===== src/rtl/life_gen_seq.sv =====
// life_gen_seq: generation sequencer and Game of Life rule engine.
//
// The block copies the board into a snapshot, then issues N = X*Y consecutive
// nxt_bit strobes. The board register rotates right by one on each strobe and
// writes pipe_out into bit INS_POS. Strobe k carries the next-generation value
// of cell c_k = (INS_POS+1+k) mod N, which is the cell rotating into that slot.
//
// Ports:
//   clk       clock
//   reset     asynchronous, active-low reset
//   data      current board; cell (x,y) is at bit {y,x}
//   run       level; generations repeat while high, with GAP idle cycles between them
//   key_step  level; a 1->0 release requests one generation while idle
//   nxt_bit   registered strobe to the board: rotate, then insert
//   pipe_out  registered new cell value, valid while nxt_bit=1
//   busy      registered; high from SNAP through the last strobe
//   gen_count registered count of completed generations, wraps at 2^16
module life_gen_seq #(
   parameter int unsigned X       = 8,
   parameter int unsigned Y       = 8,
   parameter int unsigned LOG2X   = 3,
   parameter int unsigned LOG2Y   = 3,
   parameter int unsigned INS_POS = (Y - 1) * X - 3,
   parameter int unsigned GAP     = 50000000,
   parameter int unsigned GAP_W   = 26
) (
   input  logic             clk,
   input  logic             reset,
   input  logic [X*Y-1:0]   data,
   input  logic             run,
   input  logic             key_step,
   output logic             nxt_bit,
   output logic             pipe_out,
   output logic             busy,
   output logic [15:0]      gen_count
);

   localparam int unsigned N  = X * Y;
   localparam int unsigned CW = LOG2X + LOG2Y;

   typedef enum logic [1:0] {
      IDLE = 2'd0,
      SNAP = 2'd1,
      RUN  = 2'd2,
      GAPW = 2'd3
   } state_e;

   state_e             state_q, state_d;
   logic [N-1:0]       snap_q, snap_d;
   logic [CW-1:0]      k_q, k_d;
   logic [GAP_W-1:0]   gap_q, gap_d;
   logic               ks_dly_q, ks_dly_d;
   logic               nxt_bit_q, nxt_bit_d;
   logic               pipe_out_q, pipe_out_d;
   logic               busy_q, busy_d;
   logic [15:0]        gen_count_q, gen_count_d;

   logic               step_edge_c;
   logic               last_k_c;
   logic               gap_done_c;
   logic [CW-1:0]      cell_c;
   logic [LOG2X-1:0]   cell_x_c;
   logic [LOG2Y-1:0]   cell_y_c;
   logic [LOG2X-1:0]   nb_x_c;
   logic [LOG2Y-1:0]   nb_y_c;
   logic [3:0]         nsum_c;
   logic               rule_c;

   assign step_edge_c = ks_dly_q & ~key_step;
   assign last_k_c    = (k_q == CW'(N - 1));
   assign gap_done_c  = (gap_q == GAP_W'(GAP - 1));

   // Cell landing in the insert slot on this strobe; N is a power of two so the add wraps.
   assign cell_c   = CW'(INS_POS + 1) + k_q;
   assign cell_x_c = cell_c[LOG2X-1:0];
   assign cell_y_c = cell_c[CW-1:LOG2X];

   // Toroidal neighbour count from the snapshot; x/y wrap within their own widths.
   always_comb begin
      nsum_c = 4'd0;
      nb_x_c = '0;
      nb_y_c = '0;
      for (int dy = 0; dy < 3; dy++) begin
         for (int dx = 0; dx < 3; dx++) begin
            if (!(dx == 1 && dy == 1)) begin
               nb_x_c = cell_x_c + LOG2X'(dx) - LOG2X'(1);
               nb_y_c = cell_y_c + LOG2Y'(dy) - LOG2Y'(1);
               nsum_c = nsum_c + 4'(snap_q[{nb_y_c, nb_x_c}]);
            end
         end
      end
      rule_c = (nsum_c == 4'd3) | (snap_q[cell_c] & (nsum_c == 4'd2));
   end

   // State register.
   always_ff @(posedge clk or negedge reset) begin
      if (!reset) begin
         state_q <= IDLE;
      end else begin
         state_q <= state_d;
      end
   end

   // Next-state logic.
   always_comb begin
      state_d = state_q;
      case (state_q)
         IDLE: if (run || step_edge_c) state_d = SNAP;
         SNAP: state_d = RUN;
         RUN:  if (last_k_c) state_d = run ? GAPW : IDLE;
         GAPW: begin
            if (!run)            state_d = IDLE;
            else if (gap_done_c) state_d = SNAP;
         end
         default: state_d = IDLE;
      endcase
   end

   // Output and datapath next values.
   always_comb begin
      snap_d      = snap_q;
      k_d         = k_q;
      gap_d       = '0;
      ks_dly_d    = key_step;
      nxt_bit_d   = 1'b0;
      pipe_out_d  = 1'b0;
      gen_count_d = gen_count_q;
      case (state_q)
         SNAP: begin
            snap_d = data;
            k_d    = '0;
         end
         RUN: begin
            nxt_bit_d  = 1'b1;
            pipe_out_d = rule_c;
            k_d        = k_q + CW'(1);
            if (last_k_c) gen_count_d = gen_count_q + 16'd1;
         end
         GAPW: gap_d = gap_q + GAP_W'(1);
         default: ;
      endcase
      // busy also covers the last strobe, which is visible after RUN has been left.
      busy_d = (state_d == SNAP) || (state_d == RUN) || nxt_bit_d;
   end

   // Datapath and output registers.
   always_ff @(posedge clk or negedge reset) begin
      if (!reset) begin
         snap_q      <= '0;
         k_q         <= '0;
         gap_q       <= '0;
         ks_dly_q    <= 1'b0;
         nxt_bit_q   <= 1'b0;
         pipe_out_q  <= 1'b0;
         busy_q      <= 1'b0;
         gen_count_q <= 16'd0;
      end else begin
         snap_q      <= snap_d;
         k_q         <= k_d;
         gap_q       <= gap_d;
         ks_dly_q    <= ks_dly_d;
         nxt_bit_q   <= nxt_bit_d;
         pipe_out_q  <= pipe_out_d;
         busy_q      <= busy_d;
         gen_count_q <= gen_count_d;
      end
   end

   assign nxt_bit   = nxt_bit_q;
   assign pipe_out  = pipe_out_q;
   assign busy      = busy_q;
   assign gen_count = gen_count_q;

endmodule


===== config.mk =====
export PLATFORM = sky130hd
export DESIGN_NAME = life_gen_seq
export DESIGN_NICKNAME = d
export VERILOG_FILES = /design/src/rtl/life_gen_seq.sv
export SDC_FILE = /design/constraint.sdc
export NUM_CORES = 1
export LEC_CHECK = 0
export CAP_MARGIN = 15
export CORE_MARGIN = 2
export CORE_UTILIZATION = 57
export CTS_CLUSTER_SIZE = 28
export DETAILED_ROUTE_END_ITERATION = 10
export PLACE_DENSITY = 0.81
export SYNTH_ARGS = -nofsm -noshare
export SYNTH_HDL_FRONTEND = slang
export SYNTH_SLANG_ARGS = --single-unit

===== constraint.sdc =====
create_clock -name clk -period 7.4 [get_ports clk]
set_input_delay 0.74 -clock clk [delete_from_list [all_inputs] [get_ports clk]]
set_output_delay 0.74 -clock clk [all_outputs]
set_load 0.03 [all_outputs]

**Word level (Yosys, flattened, before mapping)**

Cells that the tools add are included.

- Flip-flop bits (word level): 118
- Latch bits: 0
- RAM bits: 0
- Bits in read-only memories: 0
- Input port bits: 68
- Word-level logic and storage cells: 86
- Memories: 0

- Add/subtract/negate cells: 21
- Multipliers: 0
- Div/mod/pow operators: 0
- $lt $le $gt $ge: 9
- Equal/unequal tests: 9
- Shifts and indexed selects: 0
- Muxes and demuxes: 28
- Bitwise operators: 4
- Reductions and logical operators: 6

Operator list:

| cell | count |
|---|---|
| 6-bit by 7-bit < comparator with 1-bit output, second input constant | 9 |
| 1-bit binary-select mux with 6-bit select | 9 |
| 26-bit by 1-bit adder with 26-bit output, second input constant | 1 |
| 26-bit == test, second input constant | 1 |
| 26-bit 2-to-1 mux | 1 |
| 3-bit by 1-bit subtractor with 3-bit output, second input constant | 6 |
| 16-bit by 1-bit adder with 16-bit output, second input constant | 1 |
| 4-bit by 1-bit adder with 4-bit output | 4 |
| 6-bit one-hot mux with 2 select lines | 1 |
| 1-bit 2-to-1 mux | 11 |
| 2-bit 2-to-1 mux | 5 |
| 4-bit by 2-bit == test with 1-bit output, second input constant | 2 |
| 2-bit one-hot mux with 4 select lines | 1 |
| 3-bit by 1-bit adder with 3-bit output, second input constant | 2 |
| 3-bit by 2-bit adder with 3-bit output, second input constant | 2 |
| 6-bit by 1-bit adder with 6-bit output, second input constant | 1 |
| 6-bit adder, first input constant | 1 |
| 2-bit == test, second input constant | 3 |
| 6-bit == test, second input constant | 1 |
| 3-bit by 1-bit adder with 4-bit output | 1 |
| 2-bit by 1-bit == test with 1-bit output, second input constant | 2 |
| 2-bit by 1-bit adder with 3-bit output | 1 |
| 1-bit logical OR | 3 |
| 1-bit by 1-bit adder with 2-bit output | 1 |
| 6 further kinds | 7 |

**Longest topological paths before layout**

- Depth after elaboration: 16
- Gate-level depth with buffers: 25
- Mapped depth without buffers: 21

**Worst setup path before layout**

OpenSTA, ideal clock, no wires.

- Path kind: flip-flop to flip-flop
- From: reg k_q[1]
- To: reg pipe_out_q, in the netlist pipe_out
- Setup time: 0.124 ns
- Data arrival time: 5.964 ns
- Required time: 7.276 ns
- Slack: 1.312 ns
- Stages on the path, launching flop included: 24
- Path buffers: 3
- Clock period less this slack: 6.088 ns
- Cells stage by stage: dfrtp_1 > buf_2 > buf_1 > inv_1 > ha_1 > xnor2_1 > inv_2 > buf_2 > ha_1 > xor2_1 > mux4_2 > fa_1 > inv_1 > fa_1 > fa_1 > inv_1 > ha_1 > fa_1 > nand3_1 > o21ai_0 > and3_1 > nand4_1 > a21oi_1 > a211o_1

- Cells in the longest elaborated chain, start to end: 16

RTL lines:

| what | RTL line | text |
|---|---|---|
| start, declared | 50 | `logic [CW-1:0] k_q, k_d;` |
| start signal, assigned | 159 | `k_q <= k_d;` |
| 6-bit adder (*) | 74 | `assign cell_c = CW'(INS_POS + 1) + k_q;` |
| 3-bit by 1-bit adder with 3-bit output | 86 | `nb_x_c = cell_x_c + LOG2X'(dx) - LOG2X'(1);` |
| 3-bit by 1-bit subtractor with 3-bit output | 86 |  |
| 1-bit binary-select mux with 6-bit select | 88 | `nsum_c = nsum_c + 4'(snap_q[{nb_y_c, nb_x_c}]);` |
| 1-bit 2-to-1 mux (implied by the code) | 88 |  |
| 1-bit by 1-bit adder with 2-bit output | 88 |  |
| 2-bit by 1-bit adder with 3-bit output | 88 |  |
| 3-bit by 1-bit adder with 4-bit output | 88 |  |
| 4-bit by 1-bit adder with 4-bit output (4 in a row) | 88 |  |
| 4-bit by 2-bit == test with 1-bit output | 92 | `rule_c = (nsum_c == 4'd3) \| (snap_q[cell_c] & (nsum_c == 4'd2));` |
| 1-bit AND | 92 |  |
| 1-bit bitwise OR (*) | 92 |  |
| 1-bit 2-to-1 mux (*) | 128 | `case (state_q)` |
| net pipe_out_d | 54 | `logic pipe_out_q, pipe_out_d;` |
| end signal, assigned | 163 | `pipe_out_q <= pipe_out_d;` |
| end, declared | 54 |  |

The timed path passes the listed nets; every way through them passes the cells marked *. The select of a mux whose other input is x is not followed.
A chain may end at the register's enable or synchronous reset.

**Worst setup path after layout**

- From: reg k_q[0]
- To: reg pipe_out_q, in the netlist pipe_out

Same word-level chain as after synthesis.

==> results.toml <==
[detailed_routing]
viasPerCell = 5.88
vias = 4877
drc = 0
finalWirelength_um = 16100
drt_iter0_drc = 223
wl_per_cell_um = 19.4
ant_nets = 0
dr.pass1.iters = 5

[yosys]
synth_area_um2 = 7090
synth-main-ff-cell = "dfrtp_1"
seq_area_frac_synth_pct = 41.7
synth_edf_count = 0
avgSynthCellArea_um2 = 12.6
ys_types = 50
async_flop_share_pct = 100
synthesis.nets = 649
synth_warnings = 0
synth_seq_cells = 118
synthCells = 561

[pwr]
p_int_w = 0.00129
power_density_nw_per_um2 = 191
combPwrFrac_pct = 8.7
power.leakage_nw = 3.55
report.power.total_w = 0.00166
p_clk_share_pct = 50.0
p_sw_w = 0.000366
seq_power_share_pct = 41.3
ir_drop_uv = 152
switching_share_pct = 22.1

[run]
cap_violations = 0

[cells_and_area]
nets = 737
area_growth_pct = 22.6
n_antenna_cell = 0
fillers = 827
final_area_um2 = 8690
regArea_um2 = 2950
multi_input_area_um2 = 3930
finalNonFillerCells = 830
drive_above_1_share_pct = 25.4

[cts]
cts_max_level = 4
cts_root_buffer = "clkbuf_16"
cts_resized = 0
cts_setup_buffers = 0
cts.clk_slew.worst_paths_ns = 0.05
clk_latency_ns = 0.42
cts_buffer_depth = 2
cts_made_buffers = 17
clock_sinks = 118
cts_tree = "done"
postCtsHoldBufs = 0

[sta]
fin_crit_ns = 6.02
fin_crit_sh_pct = 81.3
fmax_mhz = 166
worst_slew_pin_slew_ns = 0.914
setup_tns_ns = 0
rsz0062_at_grt = "false"
relSlewSlack_pct = 39.1
finalSetupViolCount = 0
hold_viol = 0
report.final.slew_viol_count = 0
fin_skew_ns = 0.00422

[global_routing]
grt_pass1_wl_um = 26500
grt_pass1_vias = 5206
grt_usage_pct = 26.1
overflow = 0
antenna_found_initial = 0
use_met2_pct = 44.3
grtUsageMet3_pct = 5.44
grt.busiest_layer = "met2"
use_met1_pct = 33.5
grt_max_degree = 76

[floorplanning]
fp.dieH_um = 116
start_util_pct = 58.8
fp.dieW_um = 116
core_area_um2 = 12100
io_pins = 87
die-area_um2 = 13300
rows = 40

[worst_setup_path]
crit_arrival_ns = 6.32
worstRegToRegCells = 20
start_kind = "flop"
path_max_fanout = 29
endpoint_kind = "flop"
crit_type = "reg2reg"
critPathRequiredTime_ns = 7.70

[placement]
dp_hpwl_um = 11500
place.gp.congestion = 0.857
dp_cells = 798
place_area_um2 = 8090
io_buffers = 86

[status]
outcome = "finished clean"

[min_path]
hold_class = "in2async"
[critical path: stages (launching register included)]
cell and delay (ns):
dfrtp_2 0.63, buf_4 0.50, ha_1 0.44, mux4_2 0.32, mux2_2 0.31, nor2_1 0.09
a21oi_1 0.06, mux4_2 0.50, fa_1 0.54, inv_1 0.05, fa_1 0.50, fa_1 0.54
inv_1 0.04, ha_1 0.21, fa_1 0.38, nand3_1 0.08, o21ai_0 0.07, and3_1 0.21
nand4_1 0.10, a21oi_1 0.05, a211o_1 0.27
[state kept, by name (all words and copies together), names as in the netlist]
| name | flops |
|---|---|
| gen_count | 16 |
| busy | 1 |
| ks_dly_q | 1 |
| k_q | 6 |
| nxt_bit | 1 |
| snap_q | 64 |
| gap_q | 26 |
| pipe_out | 1 |
| state_q | 2 |
[layout by cell type, fill, tap and decap left out, types with 5 or more instances in the layout]
| cell | instances |
|---|---|
| and2_1 | 25 |
| nand2_1 | 34 |
| clkdlybuf4s50_1 | 85 |
| o21ai_0 | 7 |
| xor2_1 | 9 |
| inv_2 | 6 |
| nor2_1 | 19 |
| xnor2_1 | 33 |
| buf_4 | 10 |
| mux2i_1 | 42 |
| clkbuf_8 | 5 |
| clkbuf_16 | 17 |
| inv_1 | 13 |
| mux4_2 | 44 |
| a21oi_1 | 12 |
| and3_1 | 8 |
| nand4_1 | 11 |
| ha_1 | 15 |
| dfrtp_1 | 117 |
| nand3_1 | 21 |
| mux2_2 | 73 |
| and4_1 | 5 |
[cells in the mapped netlist (2+ instances only)]
cell type	count	area share [%]
dfrtp_1	118	42
mux2_2	73	12
mux4_2	44	14
mux2i_1	42	5.9
nand2_1	34	1.8
xnor2_1	33	4.1
and2_1	25	2.2
nand3_1	21	1.5
nor2_1	19	1.0
ha_1	16	2.8
clkbuf_1	13	0.69
inv_1	13	0.69
a21oi_1	12	0.85
nand4_1	11	0.97
xor2_1	9	1.1
and3_1	8	0.71
o21ai_0	7	0.49
inv_2	6	0.32
and4_1	5	0.62
buf_2	5	0.35
buf_6	4	0.64
fa_1	4	1.1
o21ai_1	4	0.28
buf_1	3	0.16
nor2b_1	3	0.26
mux2_1	2	0.32
o211ai_1	2	0.21
o22ai_1	2	0.18
or2_1	2	0.18
[cells by family after synthesis]
family,synth area share (%)
AO/OA/AOI/OAI,2.82
XOR/XNOR,6.42
adder cells (fa/ha/maj),3.95
buffers and inverters,2.95
flip-flops,41.7
multiplexers,31.8
AND/OR/NAND/NOR,10.4
[through the flow]
step	hold WS (ns)	setup WS [ns]	util [%]
final	0.316	1.38	72.1
after global routing	0.363	0.980	72.1
after CTS	0.331	1.37	72.1
after detailed placement	0.461	1.38	67.1
after global placement	0.457	1.49	67.1
after floorplan	0.444	1.31	-
[metal layers]
layer  part of all wire (%)  vias to the layer above  routed length, um
li1                       -                     2237                  -
met1                     42                     2484               6770
met2                     51                      133               8280
met3                    4.8                       23                767
met4                    1.6                        0                263
met5                      0                        -                  0
[final timing paths]
kind	start	endpoint	slack (ns)
max reg2reg	k_q[0]$_DFFE_PN0P_	pipe_out$_DFF_PN0_	1.38
min in group clk	gen_count[15]$_DFFE_PN0P_	gen_count[15]$_DFFE_PN0P_	0.48
min	reset	snap_q[54]$_DFFE_PN0N_	0.32
max	k_q[0]$_DFFE_PN0P_	pipe_out$_DFF_PN0_	1.38
min reg2reg	gen_count[15]$_DFFE_PN0P_	gen_count[15]$_DFFE_PN0P_	0.48
max in group asynchronous	reset	k_q[0]$_DFFE_PN0P_	5.70
[power by group through the flow]
stage / combinational, W / sequential (W) / clock, W
after floorplan: 0.0000696 / 0.000694 / 0
after global placement: 0.000142 / 0.000695 / 0
after detailed placement: 0.000146 / 0.000696 / 0
after CTS: 0.000147 / 0.000685 / 0.000842
after global routing: 0.000160 / 0.000687 / 0.000870
final: 0.000145 / 0.000685 / 0.000829
[layout make-up]
cell class	instances	share of cell area [%]
Clock buffer	26	5.86
Clock inverter	6	1.04
Inverter	19	0.821
Multi-Input combinational cell	398	45.2
Sequential cell	118	34.0
Tap cell	168	2.42
Timing Repair Buffer	95	10.7
(Power assumes the default switching activity.)
